===== config.mk =====
export PLATFORM = sky130hd
export DESIGN_NAME = sig_control_ped
export DESIGN_NICKNAME = d
export VERILOG_FILES = /design/src/rtl/sig_control_ped.sv
export SDC_FILE = /design/constraint.sdc
export NUM_CORES = 1
export LEC_CHECK = 0
export BUFFER_PORTS_ARGS = -buffer_cell sky130_fd_sc_hd__buf_4
export CAP_MARGIN = 0
export CORE_UTILIZATION = 58
export DETAILED_ROUTE_END_ITERATION = 10
export GPL_ROUTABILITY_DRIVEN = 0
export PLACE_DENSITY_LB_ADDON = 0.15
export SLEW_MARGIN = 0
export SYNTH_ARGS = -nofsm -noshare
export SYNTH_HDL_FRONTEND = slang
export SYNTH_SLANG_ARGS = --single-unit

===== constraint.sdc =====
create_clock -name clock -period 3.3 [get_ports clock]
set_clock_uncertainty 0.15 [all_clocks]
set_input_delay 0.66 -clock clock [delete_from_list [all_inputs] [get_ports clock]]
set_output_delay 0.66 -clock clock [all_outputs]
set_load 0.01 [all_outputs]

===== src/rtl/sig_control_ped.sv =====
`default_nettype none
// ============================================================================
//  Module   : sig_control_ped
//  Purpose  : Highway / country-road signal controller with programmable
//             timing, latched pedestrian request with walk output, and a
//             night flash mode. Outputs are Moore-decoded from state.
//  Revision : 1.0  initial release
// ============================================================================
module sig_control_ped #(
  parameter int DLY_W = 4
) (
  input  logic             clock,
  input  logic             clear_n,
  input  logic             x,
  input  logic             ped_req,
  input  logic             flash,
  input  logic [DLY_W-1:0] y2rdelay,
  input  logic [DLY_W-1:0] r2gdelay,
  input  logic [DLY_W-1:0] min_green,
  input  logic [DLY_W-1:0] max_green,
  output logic [1:0]       hwy,
  output logic [1:0]       cntry,
  output logic             ped_walk,
  output logic [2:0]       state
);

  // State encoding (visible on the debug state output)
  localparam logic [2:0] S_HG    = 3'd0;
  localparam logic [2:0] S_HY    = 3'd1;
  localparam logic [2:0] S_AR1   = 3'd2;
  localparam logic [2:0] S_CG    = 3'd3;
  localparam logic [2:0] S_CY    = 3'd4;
  localparam logic [2:0] S_AR2   = 3'd5;
  localparam logic [2:0] S_FLASH = 3'd6;

  // Lamp encoding
  localparam logic [1:0] L_RED = 2'd0;
  localparam logic [1:0] L_YEL = 2'd1;
  localparam logic [1:0] L_GRN = 2'd2;
  localparam logic [1:0] L_OFF = 2'd3;

  logic [2:0]       state_q,       state_d;
  logic [DLY_W-1:0] timer_q,       timer_d;
  logic             ped_pending_q, ped_pending_d;
  logic             ped_entered_q, ped_entered_d;
  logic             flash_phase_q, flash_phase_d;

  logic [DLY_W-1:0] timer_dec;
  logic             timer_zero;
  logic             enter_cg;

  // A delay of D cycles loads D-1; D=0 behaves like D=1.
  function automatic logic [DLY_W-1:0] load_val(input logic [DLY_W-1:0] d);
    if (d == '0) begin
      return '0;
    end
    return d - DLY_W'(1);
  endfunction

  // Saturating down-count of the state timer
  always_comb begin
    timer_zero = (timer_q == '0);
    timer_dec  = timer_zero ? '0 : (timer_q - DLY_W'(1));
  end

  // Next-state, timer load and per-phase flags
  always_comb begin
    state_d       = state_q;
    timer_d       = timer_dec;
    ped_entered_d = ped_entered_q;
    flash_phase_d = 1'b0;

    case (state_q)
      S_HG: begin
        // Flash has priority and ignores the minimum-green hold.
        if (flash) begin
          state_d = S_FLASH;
          timer_d = '0;
        end else if (timer_zero && (x || ped_pending_q)) begin
          state_d = S_HY;
          timer_d = load_val(y2rdelay);
        end
      end

      S_HY: begin
        if (timer_zero) begin
          state_d = S_AR1;
          timer_d = load_val(r2gdelay);
        end
      end

      S_AR1: begin
        if (timer_zero) begin
          state_d       = S_CG;
          timer_d       = load_val(max_green);
          // Remember why the country phase started; a pedestrian phase
          // always runs the full max_green.
          ped_entered_d = ped_pending_q;
        end
      end

      S_CG: begin
        if (timer_zero || (!x && !ped_entered_q)) begin
          state_d = S_CY;
          timer_d = load_val(y2rdelay);
        end
      end

      S_CY: begin
        if (timer_zero) begin
          state_d = S_AR2;
          timer_d = load_val(r2gdelay);
        end
      end

      S_AR2: begin
        if (timer_zero) begin
          state_d = S_HG;
          timer_d = load_val(min_green);
        end
      end

      S_FLASH: begin
        timer_d       = '0;
        flash_phase_d = ~flash_phase_q;
        if (!flash) begin
          state_d       = S_AR2;
          timer_d       = load_val(r2gdelay);
          flash_phase_d = 1'b0;
        end
      end

      default: begin
        // Unused code: recover to highway green.
        state_d = S_HG;
        timer_d = '0;
      end
    endcase
  end

  // Pedestrian latch: set outside CG, cleared on the CG entry edge
  always_comb begin
    enter_cg      = (state_q == S_AR1) && (state_d == S_CG);
    ped_pending_d = ped_pending_q;
    if (enter_cg) begin
      ped_pending_d = 1'b0;
    end else if ((state_q != S_CG) && ped_req) begin
      ped_pending_d = 1'b1;
    end
  end

  // State register with asynchronous active-low clear
  always_ff @(posedge clock or negedge clear_n) begin
    if (!clear_n) begin
      state_q       <= S_HG;
      timer_q       <= '0;
      ped_pending_q <= 1'b0;
      ped_entered_q <= 1'b0;
      flash_phase_q <= 1'b0;
    end else begin
      state_q       <= state_d;
      timer_q       <= timer_d;
      ped_pending_q <= ped_pending_d;
      ped_entered_q <= ped_entered_d;
      flash_phase_q <= flash_phase_d;
    end
  end

  // Moore output decode
  always_comb begin
    hwy      = L_RED;
    cntry    = L_RED;
    ped_walk = 1'b0;
    case (state_q)
      S_HG: begin
        hwy   = L_GRN;
        cntry = L_RED;
      end
      S_HY: begin
        hwy   = L_YEL;
        cntry = L_RED;
      end
      S_CG: begin
        hwy      = L_RED;
        cntry    = L_GRN;
        ped_walk = 1'b1;
      end
      S_CY: begin
        hwy   = L_RED;
        cntry = L_YEL;
      end
      S_FLASH: begin
        hwy   = flash_phase_q ? L_OFF : L_YEL;
        cntry = flash_phase_q ? L_OFF : L_RED;
      end
      default: begin
        hwy   = L_RED;
        cntry = L_RED;
      end
    endcase
  end

  assign state = state_q;

endmodule
`default_nettype wire


==> key figures, run 1 <==
Global route
  • Gr usage total: 30.6%
  • Antenna violations before repair: 0
  • Largest net degree at the start of global routing: 21
  • Global-route wire length before repair: about 5600 µm
  • Total grt overflow: 0
  • Vias in the first global route: ~1,300

Synthesis
  • Post-synthesis cell area: 1280 µm²
  • Sequential element share of the synthesized area: between 10% and 20%
  • Main combinational cell family by area after synthesis: simple AND/OR/NAND/NOR gates
  • Top FF cell, synth: dfrtp_1
  • Synth area leaders: dfrtp_1 20%, ha_1 7.8%, a21oi_1 6.3%
  • Simple-gate share of the synthesized area: between 30% and 40%
  • Async S/R FF share, synth: 100%
  • Synth Area in XOR/XNOR: between 1 and 1.5%
  • Number of synthesized flops with an enable pin: 0
  • Synth area leader: dfrtp_1
  • Synth top area share: 19.5%
  • Post-synthesis mux area share: roughly 3.3%
  • Post-Synthesis Cells: around 180
  • Synthesized net count: ~200
  • Post-synthesis compound-gate area fraction: between 20% and 30%
  • Synth Area per Inst: 7.32 µm²
  • Yosys warnings: 0
  • Distinct cell type count after synthesis: 45
  • Synth Area in Adders: under 10%
  • Synthesized flop and latch total: 10
  • List of most frequent post-synthesis cells: 20 x nor2_1, 16 x a21oi_1, 12 x inv_1
  • Top-count cell post-synth: nor2_1

Clock network
  • Clock buffer depth: 2
  • Sink Count: 10
  • Post-CTS setup buffer count: 0
  • Clock latency on the worst-skew pair: around 280 ps
  • CTS clock-pin slew for the worst setup and hold paths: about 70 ps
  • Clk root buf: clkbuf_4
  • Inserted Clock Buffers: 3
  • CTS tree: yes
  • CTS resizes: 0
  • Post-CTS Hold Fix Bufs: 0
  • H-tree depth: 1

Worst setup path
  • R2r endpoint: timer_q[2]
  • CP Cell Sequence: inv_1 -> or2_2 -> inv_1 -> buf_4
  • R2R Setup Slk: 930 ps
  • Most Frequent Cell on Critical Path: inv_1
  • RR Startpoint: timer_q[0]
  • Worst EP required: 2490 ps
  • CP startpoint kind: flip-flop
  • Slowest stage cell, crit path: dfrtp_1
  • Reg2Reg Depth: 7
  • CP peak stage delay: ~730 ps
  • Worst Setup End Kind: output port
  • Crit Path Class: flip-flop to output port
  • Crit path DAT: around 1800 ps
  • Crit path max fanout: 20

Drt
  • Via count: around 1,400
  • Residual DRC count: 0
  • Wire per inst: 14.9 µm
  • Vias per cell: 6.30
  • Remaining antenna violation count: 0
  • Final WL: between 3000 and 4000 µm
  • 1st-pass router iterations: 4
  • DR iter-0 viols: 46

Power
  • VDD IR max: 551 µV
  • Leakage: between 0.6 and 0.7 nW
  • Pwr/cell area: roughly 710 nW/µm²

STA
  • Max-slew violations: 0
  • Endpoints failing hold: 0
  • Min cycle time layout: approximately 2600 ps
  • Actual slew at the worst max-slew pin: between 600 and 700 ps
  • Finish-stage setup viols: 0
  • Max Freq: approximately 380 MHz
  • Max_slew headroom: about three fifths
  • Sum of negative setup slack: 0 ps
  • Worst Setup Slack, final: ~660 ps
  • RSZ-0062 raised after global routing: false
  • Crit share post-route: around four fifths

Finish
  • Seq. cell area: roughly 250 µm²
  • Fill cells: 170
  • Area Growth Syn to Fin: 17.1%
  • Area of the multi-input gates: between 900 and 1000 µm²
  • # diodes: 0
  • Non-Filler Instances: 225
  • Share of cells above drive strength 1: 20.7%
  • Final core occ: between 70% and 80%
  • Fin nets: 229

Floorplanning
  • Die width: 49 µm
  • Core Area: around 2000 µm²
  • Top Ports: 29
  • Die area: about 2400 µm²
  • Rows: 16
  • Die height: 49 µm
  • Effective utilization at floorplan: a little under two thirds

Flow run
  • Total of max-cap violations: 0

Run status
  • Status: finished, final reports clean

Place
  • Input/output buffers: 28
  • Placed instance count: about 220
  • Dpl hpwl: 2650 µm
  • Pre-CTS WS: between 800 and 900 ps

Worst hold path
  • Worst hold path class: primary input to async pin
==> cell type report <==
class	instances	area share, %
flip-flops and latches	10	16.7
repair buffers	29	14.5
clock buffers	3	1.50
well taps	27	2.25
multi-input cells	144	62.1
inverters	12	3.00
==> power breakdown <==
group | internal (W) | switching, W | total, W
Clock | 0.0000423 | 0.0000461 | 0.0000884
Combinational | 0.000329 | 0.000361 | 0.000689
Sequential | 0.000169 | 0.000113 | 0.000283
==> logic make-up after synthesis <==
group,count (synthesis)
flops,10
mux,4
xor+xnor,2
buf+inv,21
fa+ha+maj,8
compound gates,55
simple gates,75
==> sequential cells by signal, indices dropped and copies added (netlist names) <==
register,flops
flash_phase_q,1
ped_pending_q,1
timer_q,4
ped_entered_q,1
state,3
==> cell usage in the layout, fill, tap and decap left out, drive strengths merged, types with 2 or more instances in the layout <==
cell type | Yosys | final
buf | 4 | 29
nor2 | 20 | 20
a21oi | 16 | 16
inv | 12 | 12
o21ai | 12 | 12
nand2 | 10 | 10
dfrtp | 10 | 10
nand2b | 9 | 9
nor3 | 9 | 9
ha | 8 | 8
nor2b | 7 | 7
nor3b | 4 | 4
a211oi | 4 | 4
or2 | 3 | 3
o21a | 3 | 3
o221ai | 3 | 3
nor4 | 3 | 3
nand3 | 3 | 3
clkbuf | 5 | 3
a31oi | 2 | 2
o22ai | 2 | 2
o32a | 2 | 2
a21o | 2 | 2
mux2i | 2 | 2
mux2 | 2 | 2
o311ai | 2 | 2
o32ai | 2 | 2
==> stage by stage <==
| stage | hold slack (ps) | power [W] | instance area (µm²) |
|---|---|---|---|
| after floorplan | 214 | 0.000779 | 1280 |
| after global placement | 298 | 0.000929 | 1480 |
| after detailed placement | 302 | 0.000958 | 1480 |
| after CTS | 46.8 | 0.00105 | 1500 |
| after global routing | 44.2 | 0.00115 | 1500 |
| final | 45.1 | 0.00106 | 1500 |
==> worst max path at each step <==
| stage | startpoint | endpoint | slack (ps) | cells past startpoint |
|---|---|---|---|---|
| global placement | max_green[0] | timer_q[1] | 940 | 7 |
| CTS | state[1] | ped_walk | 680 | 4 |
| detailed placement | y2rdelay[0] | timer_q[1] | 880 | 8 |
| finish | state[1] | ped_walk | 660 | 4 |
| floorplan | max_green[0] | timer_q[1] | 1150 | 6 |
| global route | state[1] | ped_walk | 540 | 4 |
==> per-layer routing <==
layer | global-route usage, % | vias up | wire length [µm]
met2 | 52.1 | 75 | 1610
met4 | 16.7 | 0 | 121
li1 | - | 687 | -
met3 | 6.54 | 17 | 280
met1 | 35.6 | 639 | 1340
met5 | 0 | - | 0
==> worst max-delay path: cells and delay by family (launching register included) <==
family	cells	cell delay, ps
and+or+nand+nor	1	420
DFF	1	730
buffers and inverters	3	410
(Power assumes the default switching activity.)
==> run 2, diff against run 1 <==
- CORE_UTILIZATION: 58 -> 49
- clock period: 3.3 -> 2.3 ns (I/O delays scaled with it)
==> key figures, run 2 (synthesis gave the netlist of run 1 again) <==
Place
  • Pre-CTS WS: 99.7 ps (was 877 ps)
  • Dpl hpwl: 2810 µm (was 2650 µm)
  • Input/output buffers: 28 (unchanged)

Drt
  • M1 WL: 1590 µm (was 1340 µm)
  • Vias per cell: 5.93 (was 6.30)
  • Max layer used: met4 (unchanged)
  • Residual DRC count: 0 (unchanged)
  • Final WL: 3560 µm (was 3350 µm)
  • 1st-pass router iterations: 4 (unchanged)
  • DR WL met3: 176 µm (was 280 µm)
  • Met2 wire len: 1750 µm (was 1610 µm)
  • Via count: 1,424 (was 1,418)
  • Remaining antenna violation count: 0 (unchanged)
  • Wire per inst: 14.9 µm (about the same)
  • DR iter-0 viols: 41 (was 46)

Floorplanning
  • Top Ports: 29 (unchanged)
  • Effective utilization at floorplan: 51.7% (was 63.4%)
  • Die height: 53.1 µm (was 49 µm)
  • Die area: 2820 µm² (was 2400 µm²)
  • Core Area: 2480 µm² (was 2020 µm²)
  • Die width: 53.1 µm (was 49 µm)
  • Rows: 18 (was 16)

Worst hold path
  • Hold Path Origin: ped_req
  • Worst hold path class: primary input to flip-flop (was primary input to async pin)
  • Hold EP: ped_pending_q
  • Hold path cells: 3

Finish
  • Commonest non-fill, non-tap cells in the layout: 40 x buf_4, 20 x nor2_1, 16 x a21oi_1 (was 29 x buf_4, 20 x nor2_1, 16 x a21oi_1)
  • Most common cell after layout, fill and taps aside: buf_4 (unchanged)
  • Area Growth Syn to Fin: 25.0% (was 17.1%)
  • Share of cells above drive strength 1: 25.7% (was 20.7%)
  • Largest register FFs: 4 (unchanged)
  • # diodes: 0 (unchanged)
  • Fin nets: 241 (was 229)
  • Reg with most FFs: timer_q (unchanged)

STA
  • Min cycle time layout: between 2000 and 2500 ps
  • Max Freq: 448 MHz
  • Crit share post-route: between 90 and 100%
  • Max-slew violations: 0 (unchanged)
  • Endpoints failing hold: 0 (unchanged)
  • Actual slew at the worst max-slew pin: 482 ps (was 606 ps)
  • Finish-stage setup viols: 0 (unchanged)
  • Sum of negative setup slack: 0 ps (unchanged)
  • RSZ-0062 raised after global routing: false (unchanged)
  • Max_slew headroom: 67.8% (was 59.6%)
  • Worst Setup Slack, final: 69.2 ps (was 657 ps)

Global route
  • Vias in the first global route: 1,384 (was 1,338)
  • Largest net degree at the start of global routing: 15 (was 21)
  • Antenna violations before repair: 0 (unchanged)
  • Total grt overflow: 0 (unchanged)
  • Global-route wire length before repair: 6020 µm (was 5620 µm)
  • Gr usage total: 28.9% (was 30.6%)

Clock network
  • H-tree depth: 1 (unchanged)
  • Sink Count: 10 (unchanged)
  • Clock latency on the worst-skew pair: 260 ps (was 280 ps)
  • CTS tree: yes (unchanged)
  • CTS clock-pin slew for the worst setup and hold paths: 70 ps (about the same)
  • Clk root buf: clkbuf_4 (unchanged)
  • Clock buffer depth: 2 (unchanged)
  • Post-CTS setup buffer count: 0 (unchanged)
  • Inserted Clock Buffers: 3 (unchanged)

Worst setup path
  • Slowest stage cell, crit path: dfrtp_2 (was dfrtp_1)
  • Reg2Reg Depth: 8 (was 7)
  • Crit Path Class: flip-flop to output port (unchanged)
  • Worst Setup End Kind: output port (unchanged)
  • Worst EP required: 1690 ps (was 2490 ps)
  • Crit path max fanout: 14 (was 20)
  • CP Cell Sequence: nand2b_1 -> or2_2 -> inv_1 -> buf_4 (was inv_1 -> or2_2 -> inv_1 -> buf_4)
  • R2r endpoint: timer_q[1] (was timer_q[2])
  • RR Startpoint: timer_q[1] (was timer_q[0])
  • CP peak stage delay: 500 ps (was 730 ps)
  • CP startpoint kind: flip-flop (unchanged)
  • R2R Setup Slk: 120 ps (was 930 ps)
  • Crit path DAT: 1620 ps (was 1830 ps)

Flow run
  • Total of max-cap violations: 0 (unchanged)

Power
  • VDD IR max: 845 µV (was 551 µV)
  • Leakage: 0.686 nW (was 0.628 nW)
  • Pwr/cell area: 1010 nW/µm² (was 707 nW/µm²)

Run status
  • Status: finished, final reports clean (unchanged)
[run 2: changes by cell type in the layout (fill, tap and decap cells not counted), sizes merged]
cell         delta
buf            +11
dlygate4sd3     +1
[run 2: final cells by class]
class / instances / area [µm²]
tap: 30 / 37.5
multi-input combinational: 144 / 935
inverter: 12 / 45.0
timing repair buffer: 41 / 310
sequential: 10 / 251
fill: 235 / 876
clock buffer: 3 / 22.5
[run 2: per-layer routing]
layer | up-vias | track usage [%]
met5 | - | 0
met3 | 8 | 6.61
met4 | 0 | 7.46
met1 | 652 | 34.0
met2 | 51 | 51.9
li1 | 713 | -
[run 2: through the flow]
stage,hold slack (ps),util (%),power (W),std cells,cell area [µm²]
after CTS,284,64.4,0.00160,240,1600
after global placement,149,63.1,0.00144,236,1560
after global routing,305,64.6,0.00175,240,1600
after floorplan,14.4,-,0.00112,175,1280
final,291,64.6,0.00162,240,1600
after detailed placement,153,63.1,0.00147,236,1560
[run 2: how the worst max path moves through the flow]
stage	start	endpoint	slack (ps)	cells after the start
4_1_cts	state[2]	ped_walk	7	4
5_1_grt	timer_q[1]	timer_q[0]	0.9	9
3_5_place_dp	min_green[0]	timer_q[1]	100	8
6_report	state[2]	ped_walk	70	4
2_1_floorplan	timer_q[0]	timer_q[1]	200	7
3_3_place_gp	min_green[0]	timer_q[1]	160	8
[run 2: repair_timing]
item,in CTS,in global routing
setup endpoints to repair,0,2
hold endpoints to repair,10,0
hold buffers,1,0
gates resized for setup,0,2
[run 2: worst max-delay path: cells and delay by family (launching register included)]
family	cells	cell delay [ps]
simple gates	2	660
flops	1	500
buf+inv	2	190
[run 2: where the power goes]
group          total, W  leakage (nW)  internal, W  switching, W
Combinational   0.00114         0.554     0.000548      0.000591
Clock          0.000122        0.0138    0.0000604     0.0000611
Sequential     0.000361         0.118     0.000246      0.000115
